===== src/rtl/lcd_ctrl_if.sv =====
// rtl/lcd_ctrl_if.sv - HD44780 pin bundle driven by lcd_ctrl
interface lcd_ctrl_if;
  logic       o_lcd_on;
  logic       o_lcd_en;
  logic       o_lcd_rs;
  logic       o_lcd_rw;
  logic [7:0] o_lcd_data;

  modport master (
    output o_lcd_on,
    output o_lcd_en,
    output o_lcd_rs,
    output o_lcd_rw,
    output o_lcd_data
  );

  modport slave (
    input o_lcd_on,
    input o_lcd_en,
    input o_lcd_rs,
    input o_lcd_rw,
    input o_lcd_data
  );
endinterface


===== src/rtl/lcd_ctrl.sv =====
// rtl/lcd_ctrl.sv - LSU LCD register to timed HD44780 write cycles, one-deep pending slot
module lcd_ctrl #(
  parameter int T_SETUP     = 2,
  parameter int T_PULSE     = 12,
  parameter int T_HOLD      = 2,
  parameter int T_EXEC      = 2000,
  parameter int T_EXEC_LONG = 82000,
  parameter int CNT_W       = 17
) (
  input  logic        i_clk,
  input  logic        i_reset,
  input  logic [31:0] i_io_lcd,
  lcd_ctrl_if.master  lcd,
  output logic        o_busy,
  output logic        o_drop
);

  typedef enum logic [2:0] {S_IDLE, S_SETUP, S_PULSE, S_HOLD, S_EXEC} state_t;

  localparam logic [CNT_W-1:0] L_SETUP = CNT_W'(T_SETUP - 1);
  localparam logic [CNT_W-1:0] L_PULSE = CNT_W'(T_PULSE - 1);
  localparam logic [CNT_W-1:0] L_HOLD  = CNT_W'(T_HOLD - 1);
  localparam logic [CNT_W-1:0] L_EXEC  = CNT_W'(T_EXEC - 1);
  localparam logic [CNT_W-1:0] L_LONG  = CNT_W'(T_EXEC_LONG - 1);

  state_t           r_state, w_next_state;
  logic [CNT_W-1:0] r_timer, w_next_timer;
  logic             r_tog;
  logic             r_on;
  logic             r_en, w_next_en;
  logic [8:0]       r_act, w_next_act;
  logic             r_pend_valid, w_next_pend_valid;
  logic [8:0]       r_pend_cmd, w_next_pend_cmd;
  logic             r_busy;
  logic             r_drop, w_drop;
  logic             w_send;
  logic [8:0]       w_cmd;
  logic             w_long;
  logic             w_tdone;

  assign w_send  = i_io_lcd[10] ^ r_tog;
  assign w_cmd   = {i_io_lcd[9], i_io_lcd[7:0]};
  // Clear display (0x01) and return home (0x02/0x03) need the long execution wait
  assign w_long  = ~r_act[8] & (r_act[7:2] == 6'd0) & (r_act[1:0] != 2'd0);
  assign w_tdone = (r_timer == '0);

  always_comb begin
    w_next_state      = r_state;
    w_next_timer      = r_timer;
    w_next_en         = r_en;
    w_next_act        = r_act;
    w_next_pend_valid = r_pend_valid;
    w_next_pend_cmd   = r_pend_cmd;
    w_drop            = 1'b0;
    case (r_state)
      S_IDLE: begin
        if (r_pend_valid) begin
          w_next_state      = S_SETUP;
          w_next_timer      = L_SETUP;
          w_next_act        = r_pend_cmd;
          w_next_pend_valid = w_send;
          if (w_send) w_next_pend_cmd = w_cmd;
        end else if (w_send) begin
          w_next_state = S_SETUP;
          w_next_timer = L_SETUP;
          w_next_act   = w_cmd;
        end
      end
      default: begin
        if (w_send) begin
          w_drop            = r_pend_valid;
          w_next_pend_valid = 1'b1;
          w_next_pend_cmd   = w_cmd;
        end
        if (!w_tdone) begin
          w_next_timer = r_timer - 1'b1;
        end else begin
          case (r_state)
            S_SETUP: begin
              w_next_state = S_PULSE;
              w_next_timer = L_PULSE;
              w_next_en    = 1'b1;
            end
            S_PULSE: begin
              w_next_state = S_HOLD;
              w_next_timer = L_HOLD;
              w_next_en    = 1'b0;
            end
            S_HOLD: begin
              w_next_state = S_EXEC;
              w_next_timer = w_long ? L_LONG : L_EXEC;
            end
            default: begin
              w_next_state = S_IDLE;
              w_next_timer = '0;
              w_next_en    = 1'b0;
            end
          endcase
        end
      end
    endcase
  end

  always_ff @(posedge i_clk or negedge i_reset) begin
    if (!i_reset) begin
      r_state      <= S_IDLE;
      r_timer      <= '0;
      r_tog        <= 1'b0;
      r_on         <= 1'b0;
      r_en         <= 1'b0;
      r_act        <= '0;
      r_pend_valid <= 1'b0;
      r_pend_cmd   <= '0;
      r_busy       <= 1'b0;
      r_drop       <= 1'b0;
    end else begin
      r_state      <= w_next_state;
      r_timer      <= w_next_timer;
      r_tog        <= i_io_lcd[10];
      r_on         <= i_io_lcd[31];
      r_en         <= w_next_en;
      r_act        <= w_next_act;
      r_pend_valid <= w_next_pend_valid;
      r_pend_cmd   <= w_next_pend_cmd;
      r_busy       <= (w_next_state != S_IDLE) | w_next_pend_valid;
      r_drop       <= w_drop;
    end
  end

  assign lcd.o_lcd_on   = r_on;
  assign lcd.o_lcd_en   = r_en;
  assign lcd.o_lcd_rs   = r_act[8];
  assign lcd.o_lcd_rw   = 1'b0;
  assign lcd.o_lcd_data = r_act[7:0];
  assign o_busy         = r_busy;
  assign o_drop         = r_drop;

endmodule


===== src/flat_wrapper.sv =====
// flat-port wrapper written by rule: the top's interface ports become plain ports
module lcd_ctrl_flat 
#(
  parameter int T_SETUP     = 2,
  parameter int T_PULSE     = 12,
  parameter int T_HOLD      = 2,
  parameter int T_EXEC      = 2000,
  parameter int T_EXEC_LONG = 82000,
  parameter int CNT_W       = 17
)
  (i_clk, i_reset, i_io_lcd, o_busy, o_drop, lcd_o_lcd_on, lcd_o_lcd_en, lcd_o_lcd_rs, lcd_o_lcd_rw, lcd_o_lcd_data);
  lcd_ctrl_if lcd_i ();
  input  logic i_clk;
  input  logic i_reset;
  input  logic [31:0] i_io_lcd;
  output logic o_busy;
  output logic o_drop;
  output wire logic [$bits(lcd_i.o_lcd_on)-1:0] lcd_o_lcd_on;
  output wire logic [$bits(lcd_i.o_lcd_en)-1:0] lcd_o_lcd_en;
  output wire logic [$bits(lcd_i.o_lcd_rs)-1:0] lcd_o_lcd_rs;
  output wire logic [$bits(lcd_i.o_lcd_rw)-1:0] lcd_o_lcd_rw;
  output wire logic [$bits(lcd_i.o_lcd_data)-1:0] lcd_o_lcd_data;
  assign lcd_o_lcd_on = lcd_i.o_lcd_on;
  assign lcd_o_lcd_en = lcd_i.o_lcd_en;
  assign lcd_o_lcd_rs = lcd_i.o_lcd_rs;
  assign lcd_o_lcd_rw = lcd_i.o_lcd_rw;
  assign lcd_o_lcd_data = lcd_i.o_lcd_data;
  lcd_ctrl #(.T_SETUP(T_SETUP), .T_PULSE(T_PULSE), .T_HOLD(T_HOLD), .T_EXEC(T_EXEC), .T_EXEC_LONG(T_EXEC_LONG), .CNT_W(CNT_W)) u_core (.i_clk(i_clk), .i_reset(i_reset), .i_io_lcd(i_io_lcd), .lcd(lcd_i), .o_busy(o_busy), .o_drop(o_drop));
endmodule

===== config.mk =====
export PLATFORM = sky130hd
export DESIGN_NAME = lcd_ctrl_flat
export DESIGN_NICKNAME = d
export VERILOG_FILES = /design/src/rtl/lcd_ctrl_if.sv /design/src/rtl/lcd_ctrl.sv /design/src/flat_wrapper.sv
export SDC_FILE = /design/constraint.sdc
export NUM_CORES = 1
export LEC_CHECK = 0
export CORE_ASPECT_RATIO = 1.1
export CORE_MARGIN = 10
export CORE_UTILIZATION = 31
export CTS_CLUSTER_DIAMETER = 200
export DETAILED_ROUTE_END_ITERATION = 8
export PLACE_DENSITY = 0.56
export SLEW_MARGIN = 20
export SYNTH_ARGS = -nofsm -noshare
export SYNTH_HDL_FRONTEND = slang
export SYNTH_SLANG_ARGS = --single-unit

===== constraint.sdc =====
create_clock -name i_clk -period 2.5 [get_ports i_clk]
set_clock_uncertainty 0.05 [all_clocks]
set_input_delay 0.25 -clock i_clk [delete_from_list [all_inputs] [get_ports i_clk]]
set_output_delay 0.25 -clock i_clk [all_outputs]
set_load 0.02 [all_outputs]

; Word level (Yosys, flattened, before mapping)
; Index checks and enable logic that the tools add are counted.
[totals]
register_bits = 44
word_cells = 53
out_inout_bits = 14
[op_classes]
addsub = 1
n_bitwise = 7
mux = 22
eq_ne = 5
reduce_logical = 8
[op_table]
columns = operator, n
row1 = two-way mux 17 bit, 5
row2 = case mux 17 bit (3 select lines), 1
row3 = two-way mux 9 bit, 5
row4 = zero test 17 bit, 1
row5 = "subtractor 17 x 1 -> 17 bit, second input constant", 1
row6 = two-way mux 3 bit, 4
row7 = case mux 3 bit (3 select lines), 1
row8 = "equality test 3 x 2 -> 1 bit, second input constant", 2
row9 = zero test 6 bit, 1
row10 = two-way mux 1 bit, 5
row11 = nonzero test 2 bit, 2
row12 = "equality test 3 x 1 -> 1 bit, second input constant", 1
row13 = zero test 3 bit, 1
row14 = "!= test 3 x 1 -> 1 bit, second input constant", 1
row15 = inverter 1 bit, 3
row16 = AND reduction 3 bit, 1
row17 = nonzero test 3 bit, 1
row18 = AND 1 bit, 2
row19 = "!= test 2 x 1 -> 1 bit, second input constant", 1
row20 = case mux 1 bit (2 select lines), 1
row21 = AND reduction 2 bit, 1
row22 = OR 1 bit, 1
row23 = XOR 1 bit, 1

; Depth between registers and ports, before layout
[logic_depth]
ltp_word = 7
ltp_mapped = 9
depth_no_buf = 7

; Worst setup path after synthesis
; OpenSTA, ideal clock, no wires.
[synth_timing]
kind = register to register
startpoint = register u_core.r_timer[0]
endpoint = register u_core.r_timer[6]
n_path_buf = 0
synth_period_minus_slack_ns = 1.965
path_stages_with_launch = 8
slack_ns = 0.535
setup_time_ns = 0.131
required_ns = 2.319
t_arrival_ns = 1.784
path_cell_list = dfrtp_1 inv_1 ha_1 or3b_1 or3_1 nand2_1 o21ai_1 or3_1
[synth_via]
elab_chain_len = 3
[synth_lines]
columns = item, line_no
row1 = "start, declared", lcd_ctrl.sv:27  ; logic [CNT_W-1:0] r_timer, w_next_timer;
row2 = "start signal, assigned", lcd_ctrl.sv:118  ; r_timer <= w_next_timer;
row3 = subtractor 17 x 1 -> 17 bit / zero test 17 bit (equally long branches), "lcd_ctrl.sv:76, lcd_ctrl.sv:45"
row4 = two-way mux 17 bit (*), lcd_ctrl.sv:75  ; if (!w_tdone) begin
row5 = two-way mux 17 bit (*), lcd_ctrl.sv:55  ; case (r_state)
; Mark *: on every way between the ends. The rest lies on a longest branch, timed or not.
; A chain may end at the register's enable or synchronous reset.

; Worst setup path after layout
; Ends and elaborated chain as after synthesis.

==> summary.txt <==
Logic synthesis
  – Post-Syn Area: 2290 sq um
  – Number of synthesized flops with an enable pin: 0
  – Compound-gate portion of the synthesized area: 19.1%
  – Post-synth cell types: 51
  – Asr flop ratio synth: 100%
  – Post-Synth Simple-Gate Area: 17.2%
  – Synth Area per Inst: 10.0 sq um
  – Number of synthesized register bits: 44
  – Sequential-to-total area share from yosys stat: 48.0%
  – Synth Flop Type: dfrtp_1
  – Multiplexer share of the synthesized area: 8.79%
  – Largest family of logic cells by synthesized area: compound AO/OA/AOI/OAI gates
  – XOR/XNOR share of the synthesized area: 0.764%
  – Syn Inst Count: 229
  – Synthesized net count: 265
  – YS warnings: 0
  – Post-Synth Adder-Cell Area: 1.53%

Final layout
  – Ant diodes: 0
  – Multi-input logic area: 1100 sq um
  – Fraction of layout cells with a size suffix above 1: 13.8%
  – Final #Nets: 289
  – Final instance area: 2710 sq um
  – Area growth syn-to-layout: 18.3%
  – Finished Layout Cells: 338
  – Sequential Area: 1100 sq um
  – Filler cells: 713

Clocking
  – Post-CTS setup buffer count: 0
  – CTS clock-pin slew for the worst setup and hold paths: 0.09 ns
  – TritonCTS Buffers: 5
  – TritonCTS clock tree: built
  – H-tree depth: 2
  – Cts hold-fix bufs: 0
  – # clock sinks: 44
  – Quantity of gates resized following cts: 0
  – Max clock buf depth: 2
  – Clock Latency Late Sink: 0.29 ns
  – Clock root buffer: clkbuf_8

Status
  – Status: complete, but fails checks
  – Failing checks: negative hold slack

Critical path
  – Path type of the worst setup path: flip-flop to flip-flop
  – Worst Setup End Kind: flip-flop
  – CP Max Fanout: 9
  – Critical Path AT: 2.38 ns
  – Startpoint types: flip-flop
  – Crit path from: u_core.r_timer[0]
  – Reg-to-Reg End: u_core.r_timer[6]
  – Reg-to-Reg Start: u_core.r_timer[0]
  – Reg2reg path depth: 7
  – Flop2flop setup slack: 0.25 ns
  – Critical Path End: u_core.r_timer[6]
  – CP Data Required Time: 2.63 ns

STA
  – Slew Limit Headroom: 56.6%
  – F_max: 444 MHz
  – Slew Viols, Final: 0
  – Final worst setup slack: 0.250 ns
  – Final hold vios: 25
  – RSZ-0062 raised after global routing: false
  – Min cycle time layout: 2.25 ns
  – Worst hold slack: -0.0108 ns
  – Final Setup Violations: 0
  – Slew @ Worst Pin: 0.651 ns
  – Tcrit/Tclk final: 90.0%
  – Post-route setup TNS: 0 ns

Power and ir drop
  – Peak supply drop: 0.000302 V
  – PwrDens: 469 nW/um^2
  – Lkg Pwr: 1.18 nW

Global routing
  – Largest net degree at the start of global routing: 45
  – Initial antenna violation count: 0
  – Total congestion overflow: 0
  – Total GRT Usage: 9.60%
  – First-pass GRT wire length: 8720 microns
  – Vias in the first global route: 1,828

Floorplanning
  – Die area: 11,200 sq um
  – Die X: 102 microns
  – Initial Util: 32.3%
  – I/O pins: 48
  – Die height: 110 microns
  – CORE AREA: 7090 sq um
  – Floorplan row count: 32

Routing
  – Vias per cell: 5.35
  – Post-route DRC: 0
  – 1st-iter DRT viols: 107
  – Via count: 1,807
  – WL final: 5080 microns
  – Drt pass-1 iters: 4
  – Routed Antenna Nets: 0
  – Routed wire per std cell: 15.0 microns

Min path
  – Hold Crit Class: input port to async pin

Placement
  – Number of port buffers: 25
  – Dpl cells: 331
  – Routability cong.: 0.791
  – HPWL after detailed placement: 3630 microns
  – Setup WS pre-CTS: 0.201 ns
  – Placed Area: 2620 sq um

Run
  – Max cap viols: 0
## layer usage
layer	routed length [microns]	vias up	GRT usage [%]
li1	-	880	-
met1	2320	891	11.9
met2	2420	32	15.3
met3	288	4	3.30
met4	57	0	3.23
met5	0	-	0
## cells in the final DEF (no fill, tap or decap), types with 5 or more instances in the layout
cell type,netlist,routed
nand3_1,7,7
nor3_1,5,5
o21ai_0,18,18
nand2_1,20,20
clkdlybuf4s50_1,0,24
buf_4,1,8
dfrtp_1,44,44
nor2_1,14,14
inv_1,5,5
or3_1,5,5
clkbuf_8,0,5
mux2_2,9,9
a21oi_1,14,13
mux2i_1,10,10
## cells in the mapped netlist (2+ instances only)
| cell | n | share of area (%) |
|---|---|---|
| xor2_1 | 2 | 0.76 |
| a21o_1 | 2 | 0.65 |
| o22ai_1 | 2 | 0.55 |
| nand3_1 | 7 | 1.5 |
| o211ai_1 | 3 | 0.98 |
| buf_2 | 7 | 1.5 |
| nor3b_1 | 2 | 0.65 |
| or3_1 | 5 | 1.4 |
| nand3b_1 | 2 | 0.65 |
| mux2_2 | 9 | 4.4 |
| a22oi_1 | 2 | 0.65 |
| nor4_1 | 4 | 1.1 |
| or4_1 | 3 | 0.98 |
| o21ai_0 | 18 | 3.9 |
| mux2i_1 | 10 | 4.4 |
| nand2b_1 | 3 | 0.82 |
| a31oi_1 | 4 | 1.1 |
| o21ai_1 | 3 | 0.65 |
| a211o_1 | 3 | 1.1 |
| a21oi_1 | 14 | 3.1 |
| nor2_1 | 14 | 2.3 |
| ha_1 | 2 | 1.1 |
| nand2_1 | 20 | 3.3 |
| inv_1 | 5 | 0.82 |
| nor3_1 | 5 | 1.1 |
| dfrtp_1 | 44 | 48 |
| a22o_1 | 2 | 0.76 |
| clkbuf_1 | 6 | 0.98 |
| o31ai_1 | 3 | 0.98 |
| a2bb2oi_1 | 2 | 0.76 |
## sequential cells by signal, indices dropped and copies added (netlist names)
register and flops:
u_core.o_busy 1, u_core.r_act 9, u_core.r_tog 1, u_core.lcd.o_lcd_on 1, u_core.r_state 3, u_core.lcd.o_lcd_en 1
u_core.r_pend_cmd 9, u_core.o_drop 1, u_core.r_pend_valid 1, u_core.r_timer 17
## how the worst min path moves through the flow
stage | cells past startpoint | end | slack (ns)
after global placement | 2 | u_core.r_timer[2] | 0.33
after detailed placement | 2 | u_core.r_timer[2] | 0.33
after floorplan | 0 | u_core.lcd.o_lcd_en | -0.1
after global routing | 2 | u_core.r_timer[2] | 0.03
final | 2 | u_core.r_timer[6] | -0.01
after CTS | 2 | u_core.o_busy | 0.006
## cell type report
class / instances / share of cell area, %
Tap cell: 85 / 3.92
Timing Repair Buffer: 33 / 11.3
Clock buffer: 5 / 2.54
Inverter: 5 / 0.692
Sequential cell: 44 / 40.6
Multi-Input combinational cell: 164 / 40.5
Clock inverter: 2 / 0.461
## metrics by stage
| stage | hold slack (ns) | util, % | total power [mW] |
|---|---|---|---|
| 6_report | -0.0108 | 38.3 | 1.27 |
| 5_1_grt | 0.0330 | 38.3 | 1.34 |
| 4_1_cts | 0.00615 | 38.2 | 1.30 |
| 3_5_place_dp | 0.333 | 37.0 | 0.860 |
| 3_3_place_gp | 0.329 | 37.0 | 0.858 |
| 2_1_floorplan | -0.0956 | - | 0.812 |
## cells by family after synthesis
| kind of cell | after synthesis |
|---|---|
| other | 1 |
| adder cells (fa/ha/maj) | 3 |
| XOR/XNOR | 2 |
| buffers and inverters | 21 |
| AO/OA/AOI/OAI | 66 |
| flip-flops | 44 |
| AND/OR/NAND/NOR | 73 |
| multiplexers | 19 |
## where the power goes
part           internal [mW]  switching (mW)  leakage, nW
Clock                  0.189           0.239       0.0400
Sequential             0.737          0.0115        0.539
Combinational         0.0519          0.0424        0.602
## critical path: stages, from the launching register on
cell,delay [ns]
dfrtp_1,0.45
inv_1,0.10
ha_1,0.14
nor3b_1,0.28
and4_1,0.39
a21o_2,0.30
o21ai_1,0.09
or3_1,0.34
(Power assumes the default switching activity.)
